File: src/rtl/hash_pkg.sv
// Shared types and constants for the iterative hash round controller.
package hash_pkg;

  localparam int unsigned SHA1_ROUNDS   = 80;
  localparam int unsigned SHA256_ROUNDS = 64;
  localparam int unsigned MD5_ROUNDS    = 64;
  localparam int unsigned DEF_T_W       = 8;
  localparam int unsigned DEF_BLK_W     = 16;

  typedef enum logic [2:0] {
    IDLE  = 3'd0,
    LOAD  = 3'd1,
    ROUND = 3'd2,
    FINAL = 3'd3,
    NEXT  = 3'd4,
    DONE  = 3'd5
  } state_t;

endpackage

File: src/rtl/hash_round_cnt.sv
// Round index counter: counts while en, wraps to 0 after the terminal value.
module hash_round_cnt
  import hash_pkg::*;
#(
  parameter int unsigned T_W = DEF_T_W
) (
  input  logic           clk,
  input  logic           rst_n,
  input  logic           clr,
  input  logic           en,
  input  logic [T_W-1:0] term,
  output logic [T_W-1:0] cnt,
  output logic           tc
);

  logic [T_W-1:0] r_cnt;

  assign tc  = (r_cnt == term) & en;
  assign cnt = r_cnt;

  always_ff @(posedge clk) begin
    if (!rst_n || clr) begin
      r_cnt <= '0;
    end else if (tc) begin
      r_cnt <= '0;
    end else if (en) begin
      r_cnt <= r_cnt + T_W'(1);
    end
  end

endmodule

File: src/rtl/hash_round_ctrl.sv
// Block sequencer for iterative hash cores: LOAD / ROUND x N / FINAL per block.
// Optional macro HASH_ROUND_STALL_EN adds a stall input that freezes ROUND.
module hash_round_ctrl
  import hash_pkg::*;
#(
  parameter int unsigned ROUNDS = SHA1_ROUNDS,
  parameter int unsigned T_W    = DEF_T_W,
  parameter int unsigned BLK_W  = DEF_BLK_W
) (
  input  logic             clk,
  input  logic             rst_n,
`ifdef HASH_ROUND_STALL_EN
  input  logic             stall,
`endif
  input  logic             in_valid,
  input  logic             in_last,
  output logic             in_ready,
  input  logic             clear,
  output logic             load,
  output logic             init,
  output logic             round_en,
  output logic [T_W-1:0]   t,
  output logic             final_add,
  output logic             out_valid,
  input  logic             out_ready,
  output logic [BLK_W-1:0] blk_cnt,
  output logic             busy
);

  state_t           r_state;
  logic             r_first;
  logic             r_last_q;
  logic [BLK_W-1:0] r_blk_cnt;
  logic             r_load;
  logic             r_init;
  logic             r_round_act;
  logic             r_final_add;
  logic             r_out_valid;
  logic             r_in_ready;
  logic             r_busy;
  logic             w_en;
  logic             w_tc;
  logic [T_W-1:0]   w_t;

`ifdef HASH_ROUND_STALL_EN
  assign w_en = r_round_act & ~stall;
`else
  assign w_en = r_round_act;
`endif

  hash_round_cnt #(.T_W(T_W)) u_cnt (
    .clk   (clk),
    .rst_n (rst_n),
    .clr   (clear),
    .en    (w_en),
    .term  (T_W'(ROUNDS - 1)),
    .cnt   (w_t),
    .tc    (w_tc)
  );

  assign in_ready  = r_in_ready;
  assign load      = r_load;
  assign init      = r_init;
  assign round_en  = w_en;
  assign t         = w_t;
  assign final_add = r_final_add;
  assign out_valid = r_out_valid;
  assign blk_cnt   = r_blk_cnt;
  assign busy      = r_busy;

  // Strobes are registered alongside the state they belong to.
  always_ff @(posedge clk) begin
    if (!rst_n) begin
      r_state     <= IDLE;
      r_first     <= 1'b1;
      r_last_q    <= 1'b0;
      r_blk_cnt   <= '0;
      r_load      <= 1'b0;
      r_init      <= 1'b0;
      r_round_act <= 1'b0;
      r_final_add <= 1'b0;
      r_out_valid <= 1'b0;
      r_in_ready  <= 1'b1;
      r_busy      <= 1'b0;
    end else begin
      r_load      <= 1'b0;
      r_init      <= 1'b0;
      r_final_add <= 1'b0;
      if (clear) begin
        r_state     <= IDLE;
        r_first     <= 1'b1;
        r_blk_cnt   <= '0;
        r_round_act <= 1'b0;
        r_out_valid <= 1'b0;
        r_in_ready  <= 1'b1;
        r_busy      <= 1'b0;
      end else begin
        case (r_state)
          IDLE, NEXT: begin
            if (in_valid) begin
              r_last_q   <= in_last;
              r_state    <= LOAD;
              r_load     <= 1'b1;
              r_init     <= r_first;
              r_in_ready <= 1'b0;
              r_busy     <= 1'b1;
            end
          end
          LOAD: begin
            r_first     <= 1'b0;
            r_state     <= ROUND;
            r_round_act <= 1'b1;
          end
          ROUND: begin
            if (w_tc) begin
              r_state     <= FINAL;
              r_round_act <= 1'b0;
              r_final_add <= 1'b1;
            end
          end
          FINAL: begin
            if (r_blk_cnt != '1) begin
              r_blk_cnt <= r_blk_cnt + BLK_W'(1);
            end
            if (r_last_q) begin
              r_state     <= DONE;
              r_out_valid <= 1'b1;
            end else begin
              r_state    <= NEXT;
              r_in_ready <= 1'b1;
            end
          end
          DONE: begin
            if (out_ready) begin
              r_state     <= IDLE;
              r_first     <= 1'b1;
              r_blk_cnt   <= '0;
              r_out_valid <= 1'b0;
              r_in_ready  <= 1'b1;
              r_busy      <= 1'b0;
            end
          end
          default: r_state <= IDLE;
        endcase
      end
    end
  end

endmodule
File: config.mk
export PLATFORM = sky130hd
export DESIGN_NAME = hash_round_ctrl
export DESIGN_NICKNAME = d
export VERILOG_FILES = /design/src/rtl/hash_pkg.sv /design/src/rtl/hash_round_cnt.sv /design/src/rtl/hash_round_ctrl.sv
export SDC_FILE = /design/constraint.sdc
export NUM_CORES = 1
export LEC_CHECK = 0
export CORE_MARGIN = 8
export CORE_UTILIZATION = 40
export CTS_CLUSTER_DIAMETER = 50
export DETAILED_ROUTE_END_ITERATION = 10
export GPL_ROUTABILITY_DRIVEN = 0
export PLACE_DENSITY = 0.68
export SLEW_MARGIN = 20
export SYNTH_ARGS = -nofsm -noshare
export SYNTH_HDL_FRONTEND = slang
export SYNTH_SLANG_ARGS = --single-unit
File: constraint.sdc
create_clock -name clk -period 1.85 [get_ports clk]
set_clock_uncertainty 0.05 [all_clocks]
set_input_delay 0.37 -clock clk [delete_from_list [all_inputs] [get_ports clk]]
set_output_delay 0.37 -clock clk [all_outputs]
set_load 0.01 [all_outputs]
==> reports/metrics.yaml <==
fillers: 412
drv_cap: 0
synth_top_family_by_area: "simple AND/OR/NAND/NOR gates"
dp_hpwl_um: 3350
worstPathArrival_ns: 2.05
cp_top_family: "simple AND/OR/NAND/NOR gates"
worstHoldPathType: "reg -> reg"
rsz0062_at_grt: "yes"
synth_async_sr_flop_share_pct: 0
synthAdderAreaFrac_pct: 1.46
coreArea_mm2: 0.00423
clock_sinks: 36
crit_type: "in -> reg"
fin_util_pct: 57.3
ant_nets: 0
synthMostInstantiatedCell: "dfxtp_1"
finalCriticalPeriod_ns: 1.85
synth_warnings: 0
synthTopCellsByCount: "dfxtp_1 (36), nor2_1 (28), a21oi_1 (19), nand2_1 (19), o21ai_0 (18)"
path_buf_inv: 2
cts_root_buf: "clkbuf_8"
slowest_delay_ns: 0.50
grt_start_max_net_pins: 17
p_leak_nw: 0.841
cts_max_path_buffers: 2
slew_headroom_pct: 75.4
dieArea_mm2: 0.00665
place_area_mm2: 0.00231
cp_slowest_cell: "or4_1"
hold_viol: 0
port_buffers: 36
drt_iter0_drc: 92
setup_ws_ns: -0.00128
status: "complete, but fails checks"
fin_area_mm2: 0.00243
slew_violations: 0
power_density_mw_per_mm2: 601
initial_core_util_pct: 40.6
drive_gt1_share_pct: 16.4
synth-compound-area-share_pct: 17.0
vias: 1685
path_max_fanout: 8
cts_tree: "built"
routedWlPerCell_um: 13.6
dr.pass1.iters: 4
synthDominantCellAreaShare_pct: 42.0
via_per_inst: 5.15
endpoint_kind: "flop"
fmax_ghz: 0.540
syn-num-nets: 219
required_ns: 2.04
antenna_found_initial: 0
io_pins: 37
grt.total_usage_pct: 14.1
tightest_slew_ns: 0.364
synth-seq-cells: 36
hold_buffers: 0
setup_viol: 1
synth.area.mux_share_pct: 0.583
min_period_over_period_pct: 100
syn2layout_area_growth_pct: 41.2
die_h_um: 81.5
worstPathCellList: "clkdlybuf4s50_1 -> and3b_1 -> o21ai_2 -> o21bai_4 -> buf_4 -> or4_1 -> nand2_1"
antenna_cells: 0
hold_ws_ns: 0.438
synth_area_leaders: "dfxtp_1 (42%), nor2_1 (6.1%), a21oi_1 (5.5%)"
drc: 0
synth_edf_count: 0
ys_seq_area_share_pct: 42.0
postSynthAreaPerCell_um2: 8.14
start_kind: "input port"
finalWirelength_um: 4460
first_global_vias: 1588
synth_xor_area_share_pct: 5.10
clock_latency_ns: 0.29
cts_made_buffers: 5
grt_pass1_wl_um: 7330
synth_area_leader_cell: "dfxtp_1"
netlist_instances: 211
violations: "setup timing"
final_nets: 282
peakVddDrop_v: 0.000289
grt-ovfl-total: 0
rows: 24
die_w_um: 81.5
setup_tns_ns: -0.00128
ys.flop_type: "dfxtp_1"
clk_pin_slew_ns: 0.07
synthSimpleGateAreaFrac_pct: 30.5
syn_area_mm2: 0.00172
ys_types: 44
h-tree-depth: 2
power by group:
group	total [mW]	internal (mW)	leakage [nW]	switching, mW
Clock	0.581	0.304	0.0455	0.277
Sequential	0.788	0.783	0.291	0.00503
Combinational	0.0888	0.0438	0.504	0.0450
Total	1.46	1.13	0.841	0.327
cell families after synthesis:
logic type | count (synthesis)
AND/OR/NAND/NOR | 100
AO/OA/AOI/OAI | 50
flip-flops | 36
buffers and inverters | 12
XOR/XNOR | 10
adder cells (fa/ha/maj) | 2
multiplexers | 1
registers in the layout, summed over array words and instances, names as in the netlist:
| signal | count |
|---|---|
| blk_cnt | 16 |
| u_cnt.cnt | 8 |
| r_state | 3 |
| busy | 1 |
| final_add | 1 |
| in_ready | 1 |
| init | 1 |
| load | 1 |
| out_valid | 1 |
| r_first | 1 |
| r_last_q | 1 |
| round_en | 1 |
layout make-up:
class | instances | area, um2 | area share, %
Multi-Input combinational cell | 163 | 960 | 39.6
Tap cell | 52 | 65.1 | 2.68
Sequential cell | 36 | 722 | 29.8
Inverter | 3 | 11.3 | 0.464
Clock buffer | 8 | 90.1 | 3.71
Timing Repair Buffer | 65 | 578 | 23.8
stage by stage:
stage	power [mW]	setup WS, ns	cells
after detailed placement	0.895	-0.243	318
after floorplan	0.847	-0.00409	211
after global routing	1.52	-0.0193	327
after CTS	1.47	0.0122	326
final	1.46	-0.00128	327
after global placement	0.894	-0.220	318
placed cells by master, fill, tap and decap left out, drive strengths merged, types with 3 or more instances in the layout:
| cell | Yosys | routed |
|---|---|---|
| nor2 | 28 | 28 |
| nand4 | 5 | 5 |
| or4 | 3 | 3 |
| nand2 | 19 | 19 |
| o21ai | 20 | 20 |
| nand3 | 8 | 8 |
| xnor2 | 6 | 6 |
| dfxtp | 36 | 36 |
| xor2 | 4 | 4 |
| and2 | 4 | 4 |
| buf | 4 | 29 |
| clkdlybuf4s50 | 0 | 36 |
| inv | 3 | 3 |
| and3 | 6 | 6 |
| or3 | 6 | 6 |
| clkbuf | 5 | 8 |
| nand3b | 3 | 3 |
| a21oi | 19 | 19 |
| nor3 | 4 | 4 |
| or3b | 3 | 3 |
final timing paths:
path / start / end / slack, ns / cells after the start
worst max-delay path: out_ready / blk_cnt[14]$_SDFFE_PP0P_ / -0.001 / 7
worst min-delay path: r_first$_SDFFE_PP1P_ / init$_SDFF_PP0_ / 0.44 / 1
worst max register to register: blk_cnt[0]$_SDFFE_PP0P_ / blk_cnt[14]$_SDFFE_PP0P_ / 0.05 / 7
worst min register to register: r_first$_SDFFE_PP1P_ / init$_SDFF_PP0_ / 0.44 / 1
repair_timing:
action	in CTS	in global routing
setup endpoints to repair	0	11
resized for setup	0	4
buffers inserted	0	1
routing by layer:
metal | wire length (um) | part of all wire [%] | track usage (%) | vias up
met5 | 0 | 0 | 0 | -
met4 | 78 | 1.8 | 6.43 | 0
met3 | 222 | 5.0 | 3.72 | 7
met2 | 2060 | 46 | 22.7 | 29
met1 | 2090 | 47 | 17.2 | 778
li1 | - | - | - | 871
Note: power is estimated with default switching activity, not from simulation.
